**src/rtl/vga_sync_gen_pkg.sv**
```systemverilog
// Shared VGA timing constants (default 640x480@60) and helpers for the sync generator.
// Every resolution select in the top level is fed from these same values.
package vga_sync_gen_pkg;

  localparam int unsigned CNT_W = 10;

  localparam int unsigned DEF_H_VIS  = 640;
  localparam int unsigned DEF_H_FP   = 16;
  localparam int unsigned DEF_H_SYNC = 96;
  localparam int unsigned DEF_H_BP   = 48;
  localparam int unsigned DEF_V_VIS  = 480;
  localparam int unsigned DEF_V_FP   = 10;
  localparam int unsigned DEF_V_SYNC = 2;
  localparam int unsigned DEF_V_BP   = 33;

  localparam int unsigned H_TOTAL  = DEF_H_VIS + DEF_H_FP + DEF_H_SYNC + DEF_H_BP;
  localparam int unsigned V_TOTAL  = DEF_V_VIS + DEF_V_FP + DEF_V_SYNC + DEF_V_BP;
  localparam int unsigned HS_START = DEF_H_VIS + DEF_H_FP;
  localparam int unsigned HS_END   = HS_START + DEF_H_SYNC;
  localparam int unsigned VS_START = DEF_V_VIS + DEF_V_FP;
  localparam int unsigned VS_END   = VS_START + DEF_V_SYNC;

  typedef struct packed {
    logic [CNT_W-1:0] cnt;
    logic             sync;
    logic             visible;
  } axis_t;

  // Half-open window test lo <= v < hi.
  function automatic logic in_window(input logic [CNT_W-1:0] v,
                                     input int unsigned      lo,
                                     input int unsigned      hi);
    int unsigned vw;
    vw = {{(32-CNT_W){1'b0}}, v};
    return (vw >= lo) && (vw < hi);
  endfunction

endpackage

```
**src/rtl/vga_sync_gen_axis_counter.sv**
```systemverilog
// One timing axis: wrapping position counter plus registered sync pin.
// sync is loaded from the next-state count so it lines up with cnt in the same cycle.
module vga_axis_counter
  import vga_sync_gen_pkg::*;
#(
  parameter int unsigned VIS  = DEF_H_VIS,
  parameter int unsigned FP   = DEF_H_FP,
  parameter int unsigned SYNC = DEF_H_SYNC,
  parameter int unsigned BP   = DEF_H_BP,
  parameter bit          POL  = 1'b0
) (
  input  logic             clk,
  input  logic             rst_n,
  input  logic             step,
  output logic [CNT_W-1:0] cnt,
  output logic             sync,
  output logic             wrap,
  output logic             visible
);

  localparam int unsigned TOTAL   = VIS + FP + SYNC + BP;
  localparam int unsigned S_START = VIS + FP;
  localparam int unsigned S_END   = S_START + SYNC;
  localparam logic [CNT_W-1:0] LAST  = CNT_W'(TOTAL - 1);
  localparam logic [CNT_W-1:0] VIS_C = CNT_W'(VIS);

  logic [CNT_W-1:0] cnt_q, cnt_d;
  logic             sync_q, sync_d;

  // >= so that any stray out-of-range value still returns to 0 on the next step
  assign wrap = (cnt_q >= LAST);

  always_comb begin
    cnt_d = cnt_q;
    if (step) begin
      cnt_d = wrap ? '0 : cnt_q + 1'b1;
    end
    sync_d = in_window(cnt_d, S_START, S_END) ? POL : ~POL;
  end

  always_ff @(posedge clk or negedge rst_n) begin
    if (!rst_n) begin
      cnt_q  <= '0;
      sync_q <= ~POL;
    end else begin
      cnt_q  <= cnt_d;
      sync_q <= sync_d;
    end
  end

  assign cnt     = cnt_q;
  assign sync    = sync_q;
  assign visible = (cnt_q < VIS_C);

endmodule

```
**src/rtl/vga_sync_gen.sv**
```systemverilog
// Pixel-timing generator: x/y counters, hsync/vsync pins and line/frame strobes.
// vsync drives the graphics_engine animation clock, so it comes straight from a flop.
module vga_sync_gen
  import vga_sync_gen_pkg::*;
#(
  parameter int unsigned H_VIS  = DEF_H_VIS,
  parameter int unsigned H_FP   = DEF_H_FP,
  parameter int unsigned H_SYNC = DEF_H_SYNC,
  parameter int unsigned H_BP   = DEF_H_BP,
  parameter int unsigned V_VIS  = DEF_V_VIS,
  parameter int unsigned V_FP   = DEF_V_FP,
  parameter int unsigned V_SYNC = DEF_V_SYNC,
  parameter int unsigned V_BP   = DEF_V_BP,
  parameter bit          H_POL  = 1'b0,
  parameter bit          V_POL  = 1'b0
) (
  input  logic             clk,
  input  logic             rst_n,
  input  logic             pix_en,
  output logic [CNT_W-1:0] x,
  output logic [CNT_W-1:0] y,
  output logic             frame_active,
  output logic             hsync,
  output logic             vsync,
  output logic             line_start,
  output logic             frame_start
);

  axis_t h_ax, v_ax;
  logic  h_wrap;
  logic  v_wrap_unused;

  vga_axis_counter #(
    .VIS (H_VIS),
    .FP  (H_FP),
    .SYNC(H_SYNC),
    .BP  (H_BP),
    .POL (H_POL)
  ) u_h (
    .clk    (clk),
    .rst_n  (rst_n),
    .step   (pix_en),
    .cnt    (h_ax.cnt),
    .sync   (h_ax.sync),
    .wrap   (h_wrap),
    .visible(h_ax.visible)
  );

  // The vertical axis steps once per line, on the same edge where x wraps
  vga_axis_counter #(
    .VIS (V_VIS),
    .FP  (V_FP),
    .SYNC(V_SYNC),
    .BP  (V_BP),
    .POL (V_POL)
  ) u_v (
    .clk    (clk),
    .rst_n  (rst_n),
    .step   (pix_en & h_wrap),
    .cnt    (v_ax.cnt),
    .sync   (v_ax.sync),
    .wrap   (v_wrap_unused),
    .visible(v_ax.visible)
  );

  assign x            = h_ax.cnt;
  assign y            = v_ax.cnt;
  assign hsync        = h_ax.sync;
  assign vsync        = v_ax.sync;
  assign frame_active = h_ax.visible & v_ax.visible;
  assign line_start   = (h_ax.cnt == '0);
  assign frame_start  = (h_ax.cnt == '0) && (v_ax.cnt == '0);

endmodule

```
**config.mk**
```make
export PLATFORM = sky130hd
export DESIGN_NAME = vga_sync_gen
export DESIGN_NICKNAME = d
export VERILOG_FILES = /design/src/rtl/vga_sync_gen_pkg.sv /design/src/rtl/vga_sync_gen_axis_counter.sv /design/src/rtl/vga_sync_gen.sv
export SDC_FILE = /design/constraint.sdc
export NUM_CORES = 1
export LEC_CHECK = 0
export CAP_MARGIN = 0
export CORE_MARGIN = 2
export CORE_UTILIZATION = 45
export DETAILED_ROUTE_END_ITERATION = 10
export PLACE_DENSITY = 0.83
export SYNTH_ARGS = -nofsm -noshare
export SYNTH_HDL_FRONTEND = slang
export SYNTH_SLANG_ARGS = --single-unit
export TNS_END_PERCENT = 10
```
**constraint.sdc**
```tcl
create_clock -name clk -period 2.6 [get_ports clk]
set_clock_uncertainty 0.1 [all_clocks]
set_input_delay 0.39 -clock clk [delete_from_list [all_inputs] [get_ports clk]]
set_output_delay 0.39 -clock clk [all_outputs]
set_load 0.02 [all_outputs]
```
* After elaboration in Yosys (flattened, before gate mapping)
Cells that the tools add are included.
** Operators by class
- Add/sub/neg operators :: 2
- Multiply operators :: 0
- Div/mod/pow operators :: 0
- Magnitude comparators :: 8
- Equal/unequal tests :: 0
- Shift operators :: 0
- Mux-type cells :: 6
- Bitwise gates (word level) :: 2
- Reductions and logical operators :: 5
** Operator list (number)
- 2-to-1 mux 10 bit :: 4
- greater-or-equal comparator 10 bit, second input constant :: 3
- adder 10 x 1 -> 10 bit, second input constant :: 2
- logical NOT 10 bit :: 2
- less-than comparator 10 bit, second input constant :: 2
- less-than comparator 10 x 9 -> 1 bit, second input constant :: 2
- greater-or-equal comparator 10 x 9 -> 1 bit, second input constant :: 1
- logical AND 1 bit :: 3
- bitwise AND 1 bit :: 2
- 2-to-1 mux 1 bit :: 2
** Word-level totals
- Flip-flop bits (word level) :: 22
- Latch bits :: 0
- Bits in writable memories :: 0
- ROM bits :: 0
- Bits of input ports :: 3
- Output and inout bits :: 25
- Logic and storage cells :: 27
- Memories :: 0

* Longest topological paths before layout
- Word-level depth :: 6
- Gate-level depth with buffers :: 7
- Mapped depth without buffers :: 6

* Modules after synthesis
A second synthesis with hierarchy kept.
** Unflattened totals
- Cells, all modules :: 158
- Area, all modules :: 1462.7 µm²
** Modules (own cells, without submodules)
- vga_axis_counter at u_v :: instances 1, cells an instance 78, area each 716.9 µm², sequential area each 276.5 µm²
- vga_axis_counter at u_h :: instances 1, cells an instance 71, area each 668.1 µm², sequential area each 276.5 µm²
- vga_sync_gen :: instances 1, cells an instance 9, area each 77.6 µm², sequential area each 0.0 µm²

* Worst setup path before layout
Ideal clock, no wire load.
- Kind :: flip-flop to flip-flop
- Start :: register u_h.cnt_q[0] (netlist: u_h.cnt[0])
- End :: register u_v.sync_q (netlist: u_v.sync)
- Setup time :: 90 ps
- Arrival time :: 1983 ps
- Required time :: 2410 ps
- Path slack :: 427 ps
- Stages on the path, launching flop included :: 7
- Path buffers :: 0
- Clock period less this slack :: 2173 ps
- Cell sequence :: dfrtp_1 ha_1 nand4_4 a211o_1 or4_4 a31oi_1 nand4_1
** Between the ends
- Cells in the longest elaborated chain, start to end :: 6
- Elaborated cells between the ends (all ways) :: 7
- Those cells by class :: order compare: 3; mux: 2; bitwise: 1; reduce/logical: 1
** Ends and longest elaborated chain
- start, declared :: RTL line vga_sync_gen_axis_counter.sv:27 : logic [CNT_W-1:0] cnt_q, cnt_d;
- start signal, assigned :: RTL line vga_sync_gen_axis_counter.sv:46 : cnt_q <= cnt_d;
- greater-or-equal comparator 10 bit * :: RTL line vga_sync_gen_axis_counter.sv:31 : assign wrap = (cnt_q >= LAST);
- bitwise AND 1 bit * :: RTL line vga_sync_gen.sv:59 : .step (pix_en & h_wrap),
- 2-to-1 mux 10 bit * :: RTL line vga_sync_gen_axis_counter.sv:35 : if (step) begin
- greater-or-equal comparator 10 x 9 -> 1 bit / less-than comparator 10 x 9 -> 1 bit (equally long branches) :: RTL line vga_sync_gen_pkg.sv:35 : return (vw >= lo) && (vw < hi);
- logical AND 1 bit * :: RTL line vga_sync_gen_pkg.sv:35
- 2-to-1 mux 1 bit * :: RTL line vga_sync_gen_axis_counter.sv:38 : sync_d = in_window(cnt_d, S_START, S_END) ? POL : ~POL;
- net u_v.sync_d :: RTL line vga_sync_gen_axis_counter.sv:28 : logic sync_q, sync_d;
- end signal, assigned :: RTL line vga_sync_gen_axis_counter.sv:44 : sync_q <= ~POL;
- end signal, assigned :: RTL line vga_sync_gen_axis_counter.sv:47 : sync_q <= sync_d;
- end, declared :: RTL line vga_sync_gen_axis_counter.sv:28
Mark *: on every way through the listed nets, which the timed path passes. The rest lies on a longest branch.

* Worst setup path after layout
- Start :: register u_h.cnt_q[4] (netlist: u_h.cnt[4])
- End :: output port line_start
** Between the ends
- Cells in the longest elaborated chain, start to end :: 1
** Ends and longest elaborated chain
- logical NOT 10 bit :: RTL line vga_sync_gen.sv:71 : assign line_start = (h_ax.cnt == '0);
- end, declared :: RTL line vga_sync_gen.sv:25 : output logic line_start,
No other way between the ends.

==> impl_metrics.json <==
{
  "synth.distinct_cells": 48,
  "antenna_found_initial": 0,
  "first_pass_iters": 4,
  "outcome": "completed",
  "timing.final.crit_share_pct": 93.08,
  "clkLatencyLatePin_ns": 0.31,
  "tns_ns": 0,
  "netlist_instances": 174,
  "syn_area_sq_um": 1465,
  "place_area_sq_um": 1799,
  "syn_to_final_growth_pct": 24.68,
  "max_freq_mhz": 413.2,
  "synth_fp_nets": 181,
  "n_fill_cell": 288,
  "ys_seq_area_share_pct": 37.75,
  "power.density_nw_per_um2": 524.0,
  "drive_gt1_share_pct": 12.62,
  "grt_max_degree": 23,
  "synth_edf_count": 0,
  "ir_worst_vdd_mv": 0.3698,
  "grt_pass1_vias": 1353,
  "io_pins": 28,
  "worst-r2r-cell-count": 5,
  "rsz0062_at_grt": "false",
  "ys_warn_count": 0,
  "routedWlPerCell_um": 15.06,
  "drc": 0,
  "async_flop_share_pct": 100.0,
  "intPower_mw": 0.5921,
  "clock_path_buffers": 2,
  "r2r_start": "u_v.cnt[5]",
  "tritoncts": "built",
  "cts_max_level": 1,
  "post-cts-setup-buffers": 0,
  "whs_ns": 0.3064,
  "synth_top_area_share_pct": 34.16,
  "r2r_end": "u_v.sync",
  "nets": 215,
  "hold_viol_final": 0,
  "clock_sinks": 22,
  "finalNonFillerCells": 250,
  "switching_share_pct": 38.14,
  "avgSynthCellArea_sq_um": 8.420,
  "end_kind": "primary output",
  "gp_congestion": 0.9162,
  "hold_path_class": "in2async",
  "coreArea_sq_um": 3078,
  "tightest_slew_ns": 0.5183,
  "dp_slack_ns": 0.2578,
  "final_util_pct": 59.35,
  "critPathArrivalTime_ns": 1.93,
  "ant_nets": 0,
  "seq_power_share_pct": 47.3,
  "fin_ws_ns": 0.1800,
  "die_area_sq_um": 3728,
  "wl_um": 3764,
  "cts_root_buffer": "clkbuf_4",
  "ys_ff_latch": 22,
  "slew_headroom_pct": 65.18,
  "multi_input_area_sq_um": 820.8,
  "row_count": 20,
  "finalPower_mw": 0.9572,
  "final_common_cell": "nand2_1",
  "power_leakage_nw": 0.7591,
  "synth_area_leaders": "dfrtp_1 (34%), nand2_1 (7.2%), o21ai_0 (5.5%), nand3_1 (4.1%), dfstp_2 (3.6%)",
  "antennaDiodeCount": 0,
  "power.switching_mw": 0.3651,
  "dp_hpwl_um": 2640,
  "regArea_sq_um": 554.3,
  "yosys.area.top_type": "dfrtp_1",
  "cts.reportedPaths.clkPinSlew_ns": 0.13,
  "vias": 1455,
  "fp.dieW_um": 61.06,
  "worst-endpoint-required_ns": 2.11,
  "critPathLaunchType": "flop",
  "critPathKind": "reg2out",
  "combPwrFrac_pct": 35.4,
  "vias_per_cell": 5.820,
  "post-route-min-period_ns": 2.420,
  "cp_max_fo": 6,
  "slew_violations": 0,
  "ff2ff_setup_slack_ns": 0.36,
  "dp.cells": 247,
  "grt_use_total_pct": 22.55,
  "p_clk_share_pct": 17.4,
  "grt_pass1_wl_um": 6272,
  "cts_buffers": 3,
  "setup_violations": 0,
  "drv_cap": 0,
  "globalRouteOverflowTotal": 0,
  "synth_ff_type": "dfrtp_1",
  "design_area_sq_um": 1827,
  "final_cell_mix": "nand2_1 (28), clkdlybuf4s50_1 (26), dfrtp_1 (19)",
  "die_y_um": 61.06,
  "drt_iter0_markers": 73,
  "io_buffer_count": 27,
  "start_util_pct": 47.60
}
==> cells by family after synthesis <==
family / after synthesis / synth area share, %
AOI/OAI and AO/OA: 48 / 21.43
xor gates and xnor gates: 4 / 2.392
adders and majority gates: 4 / 3.416
buffers and inverters: 17 / 6.576
DFF: 22 / 37.75
and+or+nand+nor: 79 / 28.44
==> Yosys cell counts, types with 2 or more instances <==
cell      number
xnor2_1        2
nor3_1         3
a21oi_1        6
dfrtp_1       20
a21o_1         2
nor4_1         3
nand4_1        3
or3_1          2
clkbuf_8       2
inv_1         10
a21boi_0       2
a22oi_1        2
nor2_1        13
nand2_1       28
and4_1         2
a211o_1        2
o22ai_1        4
a31oi_1        3
and3_1         2
dfstp_2        2
a22o_2         2
xor2_1         2
nand3_1       12
o211ai_1       2
o21ai_0       16
clkbuf_1       2
ha_1           4
==> cell type report <==
cell class                      count  share of cell area (%)
Multi-Input combinational cell    135                   44.93
Sequential cell                    22                   30.34
Timing Repair Buffer               36                   18.42
Tap cell                           44                   3.014
Inverter                           10                   2.055
Clock buffer                        3                   1.233
==> worst max-delay path by stage <==
stage               start          end  depth (start not counted)
3_5_place_dp   u_h.cnt[6]  frame_start                          4
4_1_cts        u_h.cnt[4]   line_start                          3
3_3_place_gp   u_h.cnt[6]  frame_start                          4
5_1_grt        u_h.cnt[4]   line_start                          3
6_report       u_h.cnt[4]   line_start                          3
2_1_floorplan  u_h.cnt[0]     u_v.sync                          6
==> routing by layer <==
metal,track usage (%),wire length (um),up-vias
met4,10.56,70,0
met2,31.16,1652,62
met5,0,0,-
met1,35.72,1827,683
met3,1.261,213,7
li1,-,-,703
==> what timing repair did <==
item                                    CTS  global route
gates resized for setup                   3             0
endpoints found under the hold margin     0             0
endpoints found under the setup margin    1             0
hold buffers                              0             0
==> critical path, stage by stage, from the launching register on <==
cell and delay (ns):
dfrtp_1 0.48, nor4_1 0.27, and4b_1 0.25, clkdlybuf4s50_1 0.61
==> power by group through the flow <==
stage / clock network, mW / registers, mW / logic (mW)
3_5_place_dp: 0 / 0.456 / 0.338
2_1_floorplan: 0 / 0.507 / 0.128
6_report: 0.166 / 0.452 / 0.338
3_3_place_gp: 0 / 0.453 / 0.332
4_1_cts: 0.168 / 0.452 / 0.340
5_1_grt: 0.179 / 0.461 / 0.372
==> state kept, by name, indices dropped and copies added, names as in the netlist <==
| register | flops |
|---|---|
| u_h.sync | 1 |
| u_v.sync | 1 |
| u_v.cnt | 10 |
| u_h.cnt | 10 |
No activity file was read; power rests on OpenSTA's default activity.
